`src/rtl/imem_dmem_arbiter_if.sv`:
```
// CPU-side fetch/data ports and memory-side bus of the shared-memory arbiter.
// The arbiter takes the slave view; the CPU/memory environment takes the master view.
interface imem_dmem_arbiter_if #(
    parameter int unsigned CNT_W = 16
);
    logic             if_req_i;
    logic [31:0]      if_addr_i;
    logic [31:0]      if_rdata_o;
    logic             if_ack_o;
    logic             if_stall_o;

    logic             dm_req_i;
    logic             dm_we_i;
    logic [31:0]      dm_addr_i;
    logic [31:0]      dm_wdata_i;
    logic [31:0]      dm_rdata_o;
    logic             dm_ack_o;
    logic             dm_stall_o;

    logic             mem_en_o;
    logic             mem_we_o;
    logic [31:0]      mem_addr_o;
    logic [31:0]      mem_wdata_o;
    logic [31:0]      mem_rdata_i;

    logic [CNT_W-1:0] conflict_cnt_o;

    modport slave (
        input  if_req_i, if_addr_i,
        output if_rdata_o, if_ack_o, if_stall_o,
        input  dm_req_i, dm_we_i, dm_addr_i, dm_wdata_i,
        output dm_rdata_o, dm_ack_o, dm_stall_o,
        output mem_en_o, mem_we_o, mem_addr_o, mem_wdata_o,
        input  mem_rdata_i,
        output conflict_cnt_o
    );

    modport master (
        output if_req_i, if_addr_i,
        input  if_rdata_o, if_ack_o, if_stall_o,
        output dm_req_i, dm_we_i, dm_addr_i, dm_wdata_i,
        input  dm_rdata_o, dm_ack_o, dm_stall_o,
        input  mem_en_o, mem_we_o, mem_addr_o, mem_wdata_o,
        output mem_rdata_i,
        input  conflict_cnt_o
    );
endinterface

```
`src/rtl/imem_dmem_arbiter.sv`:
```
// Shares one single-port memory between the IF and MEM-stage ports: one access
// at a time, fixed latency, one-cycle ack, alternating priority on conflicts.
module imem_dmem_arbiter #(
    parameter int unsigned MEM_LAT = 3,
    parameter int unsigned CNT_W   = 16
) (
    input  logic                 clk_i,
    input  logic                 rst_i,
    imem_dmem_arbiter_if.slave   bus
);
    localparam int unsigned LAT_W = 4;
    localparam int unsigned DW    = 32;

    typedef enum logic [1:0] {IDLE, BUSY, RESP} state_e;
    typedef enum logic {OWN_IF = 1'b0, OWN_DM = 1'b1} owner_e;

    state_e           state_q, state_d;
    owner_e           owner_q, owner_d;
    owner_e           last_q, last_d;
    logic [LAT_W-1:0] lat_q, lat_d;
    logic [CNT_W-1:0] cnt_q, cnt_d;
    logic             mem_en_q, mem_en_d;
    logic             mem_we_q, mem_we_d;
    logic [DW-1:0]    mem_addr_q, mem_addr_d;
    logic [DW-1:0]    mem_wdata_q, mem_wdata_d;
    logic             if_ack_q, if_ack_d;
    logic             dm_ack_q, dm_ack_d;
    logic [DW-1:0]    if_rdata_q, if_rdata_d;
    logic [DW-1:0]    dm_rdata_q, dm_rdata_d;
    logic             grant_dm_c, grant_if_c;

    always_ff @(posedge clk_i) begin
        if (rst_i) begin
            state_q     <= IDLE;
            owner_q     <= OWN_IF;
            last_q      <= OWN_IF;
            lat_q       <= '0;
            cnt_q       <= '0;
            mem_en_q    <= 1'b0;
            mem_we_q    <= 1'b0;
            mem_addr_q  <= '0;
            mem_wdata_q <= '0;
            if_ack_q    <= 1'b0;
            dm_ack_q    <= 1'b0;
            if_rdata_q  <= '0;
            dm_rdata_q  <= '0;
        end else begin
            state_q     <= state_d;
            owner_q     <= owner_d;
            last_q      <= last_d;
            lat_q       <= lat_d;
            cnt_q       <= cnt_d;
            mem_en_q    <= mem_en_d;
            mem_we_q    <= mem_we_d;
            mem_addr_q  <= mem_addr_d;
            mem_wdata_q <= mem_wdata_d;
            if_ack_q    <= if_ack_d;
            dm_ack_q    <= dm_ack_d;
            if_rdata_q  <= if_rdata_d;
            dm_rdata_q  <= dm_rdata_d;
        end
    end

    always_comb begin
        state_d     = state_q;
        owner_d     = owner_q;
        last_d      = last_q;
        lat_d       = lat_q;
        cnt_d       = cnt_q;
        mem_en_d    = 1'b0;
        mem_we_d    = mem_we_q;
        mem_addr_d  = mem_addr_q;
        mem_wdata_d = mem_wdata_q;
        if_ack_d    = 1'b0;
        dm_ack_d    = 1'b0;
        if_rdata_d  = if_rdata_q;
        dm_rdata_d  = dm_rdata_q;

        // On a conflict the port that did not win last time gets the grant.
        grant_dm_c = bus.dm_req_i & (~bus.if_req_i | (last_q == OWN_IF));
        grant_if_c = bus.if_req_i & ~grant_dm_c;

        unique case (state_q)
            IDLE: begin
                if (grant_dm_c | grant_if_c) begin
                    state_d     = BUSY;
                    mem_en_d    = 1'b1;
                    lat_d       = LAT_W'(MEM_LAT - 1);
                    owner_d     = grant_dm_c ? OWN_DM : OWN_IF;
                    last_d      = grant_dm_c ? OWN_DM : OWN_IF;
                    mem_addr_d  = grant_dm_c ? bus.dm_addr_i : bus.if_addr_i;
                    mem_we_d    = grant_dm_c & bus.dm_we_i;
                    mem_wdata_d = bus.dm_wdata_i;
                    if (bus.if_req_i & bus.dm_req_i) begin
                        cnt_d = (&cnt_q) ? cnt_q : cnt_q + CNT_W'(1);
                    end
                end
            end
            BUSY: begin
                if (lat_q == '0) begin
                    state_d = RESP;
                    if (owner_q == OWN_DM) begin
                        dm_ack_d = 1'b1;
                        if (!mem_we_q) dm_rdata_d = bus.mem_rdata_i;
                    end else begin
                        if_ack_d   = 1'b1;
                        if_rdata_d = bus.mem_rdata_i;
                    end
                end else begin
                    lat_d = lat_q - LAT_W'(1);
                end
            end
            RESP: begin
                state_d = IDLE;
            end
            default: begin
                state_d = IDLE;
            end
        endcase
    end

    assign bus.mem_en_o       = mem_en_q;
    assign bus.mem_we_o       = mem_we_q;
    assign bus.mem_addr_o     = mem_addr_q;
    assign bus.mem_wdata_o    = mem_wdata_q;
    assign bus.if_ack_o       = if_ack_q;
    assign bus.dm_ack_o       = dm_ack_q;
    assign bus.if_rdata_o     = if_rdata_q;
    assign bus.dm_rdata_o     = dm_rdata_q;
    assign bus.conflict_cnt_o = cnt_q;
    assign bus.if_stall_o     = bus.if_req_i & ~if_ack_q;
    assign bus.dm_stall_o     = bus.dm_req_i & ~dm_ack_q;
endmodule

```
`src/flat_wrapper.sv`:
```
// flat-port wrapper written by rule: the top's interface ports become plain ports
module imem_dmem_arbiter_flat 
#(
    parameter int unsigned MEM_LAT = 3,
    parameter int unsigned CNT_W   = 16
)
  (clk_i, rst_i, bus_if_req_i, bus_if_addr_i, bus_if_rdata_o, bus_if_ack_o, bus_if_stall_o, bus_dm_req_i, bus_dm_we_i, bus_dm_addr_i, bus_dm_wdata_i, bus_dm_rdata_o, bus_dm_ack_o, bus_dm_stall_o, bus_mem_en_o, bus_mem_we_o, bus_mem_addr_o, bus_mem_wdata_o, bus_mem_rdata_i, bus_conflict_cnt_o);
  imem_dmem_arbiter_if #(.CNT_W(CNT_W)) bus_i ();
  input  logic clk_i;
  input  logic rst_i;
  input wire logic [$bits(bus_i.if_req_i)-1:0] bus_if_req_i;
  input wire logic [$bits(bus_i.if_addr_i)-1:0] bus_if_addr_i;
  output wire logic [$bits(bus_i.if_rdata_o)-1:0] bus_if_rdata_o;
  output wire logic [$bits(bus_i.if_ack_o)-1:0] bus_if_ack_o;
  output wire logic [$bits(bus_i.if_stall_o)-1:0] bus_if_stall_o;
  input wire logic [$bits(bus_i.dm_req_i)-1:0] bus_dm_req_i;
  input wire logic [$bits(bus_i.dm_we_i)-1:0] bus_dm_we_i;
  input wire logic [$bits(bus_i.dm_addr_i)-1:0] bus_dm_addr_i;
  input wire logic [$bits(bus_i.dm_wdata_i)-1:0] bus_dm_wdata_i;
  output wire logic [$bits(bus_i.dm_rdata_o)-1:0] bus_dm_rdata_o;
  output wire logic [$bits(bus_i.dm_ack_o)-1:0] bus_dm_ack_o;
  output wire logic [$bits(bus_i.dm_stall_o)-1:0] bus_dm_stall_o;
  output wire logic [$bits(bus_i.mem_en_o)-1:0] bus_mem_en_o;
  output wire logic [$bits(bus_i.mem_we_o)-1:0] bus_mem_we_o;
  output wire logic [$bits(bus_i.mem_addr_o)-1:0] bus_mem_addr_o;
  output wire logic [$bits(bus_i.mem_wdata_o)-1:0] bus_mem_wdata_o;
  input wire logic [$bits(bus_i.mem_rdata_i)-1:0] bus_mem_rdata_i;
  output wire logic [$bits(bus_i.conflict_cnt_o)-1:0] bus_conflict_cnt_o;
  assign bus_i.if_req_i = bus_if_req_i;
  assign bus_i.if_addr_i = bus_if_addr_i;
  assign bus_if_rdata_o = bus_i.if_rdata_o;
  assign bus_if_ack_o = bus_i.if_ack_o;
  assign bus_if_stall_o = bus_i.if_stall_o;
  assign bus_i.dm_req_i = bus_dm_req_i;
  assign bus_i.dm_we_i = bus_dm_we_i;
  assign bus_i.dm_addr_i = bus_dm_addr_i;
  assign bus_i.dm_wdata_i = bus_dm_wdata_i;
  assign bus_dm_rdata_o = bus_i.dm_rdata_o;
  assign bus_dm_ack_o = bus_i.dm_ack_o;
  assign bus_dm_stall_o = bus_i.dm_stall_o;
  assign bus_mem_en_o = bus_i.mem_en_o;
  assign bus_mem_we_o = bus_i.mem_we_o;
  assign bus_mem_addr_o = bus_i.mem_addr_o;
  assign bus_mem_wdata_o = bus_i.mem_wdata_o;
  assign bus_i.mem_rdata_i = bus_mem_rdata_i;
  assign bus_conflict_cnt_o = bus_i.conflict_cnt_o;
  imem_dmem_arbiter #(.MEM_LAT(MEM_LAT), .CNT_W(CNT_W)) u_core (.clk_i(clk_i), .rst_i(rst_i), .bus(bus_i));
endmodule
```
`config.mk`:
```
export PLATFORM = sky130hd
export DESIGN_NAME = imem_dmem_arbiter_flat
export DESIGN_NICKNAME = d
export VERILOG_FILES = /design/src/rtl/imem_dmem_arbiter_if.sv /design/src/rtl/imem_dmem_arbiter.sv /design/src/flat_wrapper.sv
export SDC_FILE = /design/constraint.sdc
export NUM_CORES = 1
export LEC_CHECK = 0
export CELL_PAD_IN_SITES_DETAIL_PLACEMENT = 0
export CELL_PAD_IN_SITES_GLOBAL_PLACEMENT = 1
export CORE_ASPECT_RATIO = 1.5
export CORE_MARGIN = 2
export CORE_UTILIZATION = 29
export DETAILED_ROUTE_END_ITERATION = 16
export PLACE_DENSITY_LB_ADDON = 0.1
export SLEW_MARGIN = 5
export SYNTH_ARGS = -nofsm -noshare
export SYNTH_HDL_FRONTEND = slang
export SYNTH_SLANG_ARGS = --single-unit
export TNS_END_PERCENT = 10
```
`constraint.sdc`:
```
create_clock -name clk_i -period 2.8 [get_ports clk_i]
set_input_delay 0.56 -clock clk_i [delete_from_list [all_inputs] [get_ports clk_i]]
set_output_delay 0.56 -clock clk_i [all_outputs]
set_load 0.05 [all_outputs]
```
**Word-level counts from Yosys, hierarchy flattened**

Index checks and enable logic that the tools add are counted.

- Add/subtract/negate cells: 2
- Bitwise gates (word level): 18
- Reductions and logical operators: 12
- Mux-type cells: 11
- Equality and inequality tests: 4

Operators with widths:

| operator | count |
|---|---|
| $mux 32 | 1 |
| $add 16x1->16 const B | 1 |
| $reduce_and 16->1 | 1 |
| $not 1->1 | 10 |
| $mux 4 | 2 |
| $pmux 4 s2 | 1 |
| $reduce_and 4->1 | 2 |
| $and 1x1->1 | 6 |
| $reduce_and 3->1 | 2 |
| $logic_not 4->1 | 1 |
| $mux 1 | 4 |
| $mux 2 | 2 |
| $ne 2x1->1 const B | 2 |
| $pmux 2 s2 | 1 |
| $reduce_and 2->1 | 2 |
| $sub 4x1->4 const B | 1 |
| $reduce_or 3->1 | 1 |
| $eq 2x1->1 const B | 1 |
| $logic_not 2->1 | 1 |
| $ne 2x2->1 const B | 1 |
| $or 1x1->1 | 2 |
| $reduce_bool 2->1 | 1 |
| $reduce_or 2->1 | 1 |

- Input bits: 133
- Output and inout port bits: 150
- Flip-flop bits (word level): 155
- Word-level logic and storage cells: 59

**Longest topological paths before layout**

Gate-level depths: netlist of run 1.

- Depth in word-level cells: 8
- Mapped depth: 8
- Depth with buffers taken out: 6

**Worst setup path before layout of run 1**

Ideal clock, no wire load.

- Path kind: register to register
- Start: register u_core.cnt_q[1] (netlist: u_core.bus.conflict_cnt_o[1])
- End: register u_core.cnt_q[9] (netlist: u_core.bus.conflict_cnt_o[9])
- Period minus slack after synthesis: 2.244 ns
- Data arrival time: 2.129 ns
- Setup time: 0.115 ns
- Setup slack: 0.556 ns
- Data required time: 2.685 ns
- Cell stages (with the launch flop): 7
- Path buffers: 1
- Cell sequence: dfxtp_1 > ha_1 > nand3_1 > nor4_1 > buf_2 > nor4_1 > o21ba_2

- Word-level cells in the longest chain between the ends: 3
- Elaborated cells between the ends (all ways): 4
- Those cells by class: add/sub: 1; bitwise: 1; reduce/logical: 2

RTL lines:

| element | line | source |
|---|---|---|
| from (decl) | imem_dmem_arbiter.sv:21 | `logic [CNT_W-1:0] cnt_q, cnt_d;` |
| from (signal assigned) | imem_dmem_arbiter.sv:52 | `cnt_q <= cnt_d;` |
| branches (longest 3 deep; another with $add 16x1->16) | n/a |  |

Several ways; the timed one is not identified.
A chain may end at the register's enable or synchronous reset.

**Worst setup path in the final report of run 1**

- Start: register u_core.cnt_q[6] (netlist: u_core.bus.conflict_cnt_o[6])
- End: output bus_conflict_cnt_o[6]

RTL lines:

| element | line | source |
|---|---|---|
| to (decl) | flat_wrapper.sv:28 | `output wire logic [$bits(bus_i.conflict_cnt_o)-1:0] bus_conflict_cnt_o;` |

No word-level cell between the ends.

==> run metrics, run 1 <==
status completed; port bufs 282; RSZ-0062 raised after global routing no; Core ar. 20400 um2; cells along the critical path clkdlybuf4s50_1; clock latency on the worst-skew pair 0.42 ns; Nets 1115; hold buffer count at CTS 0; leakage 3.55 nW; GPL Wtd Cong 0.785; synth cell count leaders nand2_1, dfxtp_1, a21oi_1; met3 usage 6.39%; Crit. End Element output port; TritonCTS Buffers 17; vias in the first global route 5523; router iterations before antenna repair 5; Post-synth EDFFs 0; f_max 422 MHz; Post-Syn Area per Cell 8.43 um2; die width 122 um; max-slew violations 0; GR peak layer met2; Hold Path Class reg -> reg; first-pass GRT wire length 29800 um; Final Core Density 47.9%; Setup Buffers After CTS 0; Post-Syn Instances 715; crit path launch type register; die area 22000 um2; CP bufs+invs 1; synth top area cells dfxtp_1, nand2_1, a21oi_1; max_cap viols 0; Worst-Margin Slew 0.742 ns; drc violations 0; Synth Flop Type dfxtp_1; maximum vdd drop 0.422 mV; post-synthesis cell area 6030 um2; max incr delay on CP 0.88 ns; sequential fraction of the synthesis area 51.5%; H-tree Lvls 4; # rows 64; initial antenna violation count 0; # IOs 283; routed wire length 19400 um; layout cells sized above 1 6.17%; CTS Root Buffer Type clkbuf_16; clk buf depth 2; Synth cell types 51; grt met1 use 18.6%; Die Y 181 um; Final Hold Fails 0; Yosys reg bits 155; WP data arrival 1.81 ns; crit-path leading delay family buffers and inverters; Post-Syn Nets 851; Slew Limit Headroom 50.6%; Initial DRC Count 280; M2 GR Usage 31.2%; CP max stage cell clkdlybuf4s50_1; via count 5845; area share of the largest cell type after synthesis 51.5%; Ys Warns 0; Syn-to-layout area delta 62.5%; cell with the most instances after synthesis nand2_1; hpwl dp 13700 um; clock-pin slew on the worst setup and hold paths 0.06 ns; clk_skew 0.00510 ns; clk sinks 155; Final min period 2.37 ns; Required @ worst endpoint 2.24 ns; WS Path Type reg -> out; Final ANT Viol Nets 0; per-cell routed wire length 15.5 um; power per cell area 732 nW/um2; Final Cycle Share 84.6%; largest net degree at the start of global routing 67; crit-path max FO 7; gr ovfl total 0; largest area contributor in the netlist dfxtp_1; Starting Density 29.5%; number of gates resized after cts 0; n_diodes 0; GRT Resource Usage Total 17.4%; ys async rst share 0%; CTS tree done; Vias/cell 4.66; Fin Setup TNS 0 ns; Setup-failing EPs final 0
-- through the flow --
stage	instances	area [um2]	setup slack (ns)	power (mW)	hold slack, ns
3_5_place_dp	1224	9150	0.328	4.71	0.446
3_3_place_gp	1224	9150	0.360	4.70	0.441
5_1_grt	1253	9790	0.398	7.51	0.467
2_1_floorplan	715	6030	0.556	3.88	0.451
4_1_cts	1253	9790	0.421	7.28	0.454
6_report	1253	9790	0.431	7.17	0.451
-- sequential cells by signal, summed over array words and instances, names as in the netlist --
name	count
u_core.bus.dm_ack_o	1
u_core.bus.dm_rdata_o	32
u_core.state_q	2
u_core.bus.conflict_cnt_o	16
u_core.owner_q	1
u_core.bus.mem_we_o	1
u_core.bus.mem_wdata_o	32
u_core.lat_q	4
u_core.bus.if_rdata_o	32
u_core.bus.mem_en_o	1
u_core.bus.mem_addr_o	32
u_core.bus.if_ack_o	1
-- cell usage in the layout (no fill, tap or decap), drive strengths merged, types with 3 or more instances in the layout --
cell type / n
dfxtp: 155
nor2: 43
o31ai: 3
ha: 3
a21oi: 105
clkdlybuf4s50: 279
bufinv: 5
inv: 9
mux2i: 33
or3: 4
nand2: 201
o21ai: 4
a211oi: 32
nand3: 9
nand4: 4
nor3: 3
o31a: 3
clkbuf: 21
buf: 17
clkinv: 3
or4: 7
nor2b: 5
nor4: 9
-- path summary, 6_finish.rpt --
kind,cells past startpoint,slack [ns],endpoint,start
max,1,0.43,bus_conflict_cnt_o[6],u_core.bus.conflict_cnt_o[6]
min,2,0.45,u_core.bus.mem_wdata_o[1],u_core.bus.mem_wdata_o[1]
max reg2reg,7,0.66,u_core.bus.dm_rdata_o[14],u_core.lat_q[0]
min reg2reg,2,0.45,u_core.bus.mem_wdata_o[1],u_core.bus.mem_wdata_o[1]
-- power by group --
group          internal (mW)  leakage (nW)  switching, mW  total (mW)
sequential              2.43          1.27          0.121        2.55
clock                   1.66         0.321          0.877        2.54
combinational          0.754          1.96           1.33        2.08
total                   4.84          3.55           2.33        7.17
-- routing by layer --
metal / up-vias / share of wire, %
met2: 223 / 51
met4: 0 / 1.5
met3: 13 / 8.0
met1: 2642 / 39
met5: - / 0
li1: 2967 / -
-- final cells by class --
class	instances	area, um2
multi-input cells	500	2700
repair buffers	296	2980
inverters	9	33.8
clock buffers	21	480
well taps	264	330
clock inverters	8	165
flip-flops and latches	155	3100
fillers	2009	10600
-- kinds of logic (layout without fill, tap and decap cells) --
kind of cell,count (synthesis),count (layout),share of synthesized area [%]
buffers and inverters,60,334,4.21
and+or+nand+nor,298,298,21.6
DFF,155,155,51.5
AOI/OAI and AO/OA,163,163,16.1
xor gates and xnor gates,1,1,0.145
adders and majority gates,3,3,0.623
muxes,35,35,5.86
Note: power is estimated with default switching activity, not from simulation.
==> run 2, diff against run 1 <==
==> constraint.sdc (replaced) <==
create_clock -name clk_i -period 2.31 [get_ports clk_i]
set_input_delay 0.462 -clock clk_i [delete_from_list [all_inputs] [get_ports clk_i]]
set_output_delay 0.462 -clock clk_i [all_outputs]
set_load 0.05 [all_outputs]
==> run 2 against run 1 <==
Compared with the run above:
- register-to-register slack lost 0.33 ns
- largest power group unchanged
- hold slack got worse by 0.039 ns
- sequential power is 21% higher
==> run metrics, run 2 (same netlist as run 1, synthesis figures left out) <==
port bufs 282; most common cell after layout, fill and taps aside clkdlybuf4s50_1; clock latency on the worst-skew pair 0.42 ns; die area 22000 um2; reg2reg start u_core.lat_q[0]; max-slew violations 0; # IOs 283; r2r setup slk 0.33 ns; f_max 453 MHz; Hold Path Depth 2; via count 5900; Worst Hold End u_core.bus.conflict_cnt_o[2]; Syn-to-layout area delta 63.6%; Setup-failing EPs final 0; GRT Resource Usage Total 17.4%; hold_sp rst_i; placed cells 1234; Crit. End Element output port; Worst-Margin Slew 0.663 ns; Final Cycle Share 95.6%; initial antenna violation count 0; Core ar. 20400 um2; Vias/cell 4.66; gr ovfl total 0; # fillers 2065; max_cap viols 0; power per cell area 848 nW/um2; Final Core Density 48.3%; Final Hold Fails 0; Die Y 181 um; vias in the first global route 5451; GPL Wtd Cong 0.788; Worst R2R Path Depth 7; layout cells sized above 1 7.09%; Setup Buffers After CTS 0; Final ANT Viol Nets 0; Pwr Total 8.36 mW; crit-path leading delay family buffers and inverters; clk sinks 155; WP data arrival 1.75 ns; Nets 1125; clk_skew 0.0100 ns; CP bufs+invs 1; largest net degree at the start of global routing 61; commonest non-fill, non-tap cells in the layout clkdlybuf4s50_1, nand2_1, dfxtp_1, a21oi_1, nor2_1; maximum vdd drop 0.555 mV; clock-pin slew on the worst setup and hold paths 0.06 ns; hpwl dp 13900 um; crit path launch type register; drc violations 0; # rows 64; per-cell routed wire length 15.3 um; CTS tree done; Slew Limit Headroom 55.4%; leakage 3.57 nW; H-tree Lvls 4; Worst R2R End u_core.bus.dm_rdata_o[23]; n_diodes 0; Initial DRC Count 306; cells along the critical path clkdlybuf4s50_1; first-pass GRT wire length 30000 um; area occupied by multi-input gates 2700 um2; CP max stage cell clkdlybuf4s50_1; Post-Layout Cell Count 1266; RSZ-0062 raised after global routing no; crit-path max FO 6; clk buf depth 2; status completed; Starting Density 29.5%; max incr delay on CP 0.86 ns; Reg area 3100 um2; number of gates resized after cts 0; routed wire length 19300 um; router iterations before antenna repair 4; Required @ worst endpoint 1.85 ns; die width 122 um; TritonCTS Buffers 17; CTS Root Buffer Type clkbuf_16; WS Path Type reg -> out; Final min period 2.21 ns; Hold Slack 0.412 ns; hold buffer count at CTS 0; Hold Path Class in -> reg
## run 2: cell count changes in the layout (fill, tap and decap cells not counted)
cell / change
buf_12: +6
buf_4: +4
bufinv_16: -4
clkinvlp_4: +4
clkbuf_1: +3
clkbuf_8: -1
clkinv_2: -1
clkinv_4: +1
inv_6: +1
## run 2: layer usage
metal  wire (um)  GRT usage [%]
met1        7740           19.5
met2        9870           30.7
met5           0              0
met4         325           5.66
met3        1370           5.73
## run 2: worst max-delay path by stage
stage,start,endpoint,slack [ns],depth (start not counted)
floorplan,u_core.bus.conflict_cnt_o[1],u_core.bus.conflict_cnt_o[9],0.07,6
global placement,bus_dm_req_i,u_core.bus.conflict_cnt_o[5],0.003,5
detailed placement,bus_dm_req_i,u_core.bus.conflict_cnt_o[5],-0.0006,5
CTS,u_core.bus.conflict_cnt_o[7],bus_conflict_cnt_o[7],0.08,1
global route,u_core.bus.conflict_cnt_o[7],bus_conflict_cnt_o[7],0.03,1
finish,u_core.bus.conflict_cnt_o[7],bus_conflict_cnt_o[7],0.10,1
## run 2: where the power goes
part           total, mW  switching, mW  internal, mW
Clock               2.68           1.11          1.57
Sequential          3.09          0.146          2.94
Combinational       2.59           1.62         0.969
Total               8.36           2.88          5.48
## run 2: final cells by class
| class | instances | share of cell area [%] |
|---|---|---|
| clock buffers | 23 | 4.85 |
| well taps | 264 | 3.35 |
| repair buffers | 306 | 31.8 |
| flip-flops and latches | 155 | 31.5 |
| inverters | 9 | 0.343 |
| multi-input cells | 500 | 27.3 |
| clock inverters | 9 | 0.888 |
## run 2: per-stage QoR
stage / cell area [um2] / setup WS (ns) / TNS [ns]
finish: 9860 / 0.102 / 0
global route: 9860 / 0.0324 / 0
CTS: 9860 / 0.0796 / 0
detailed placement: 9300 / -0.000599 / -0.000599
global placement: 9300 / 0.00338 / 0
floorplan: 6030 / 0.0661 / 0
==> run 3, diff against run 2 <==
--- a/config.mk
+++ b/config.mk
@@ -16,4 +16,4 @@
 export SYNTH_ARGS = -nofsm -noshare
 export SYNTH_HDL_FRONTEND = slang
 export SYNTH_SLANG_ARGS = --single-unit
-export TNS_END_PERCENT = 10
+export TNS_END_PERCENT = 100
==> results of run 3 <==
Final layout, timing and power as in run 2 (identical DEF).
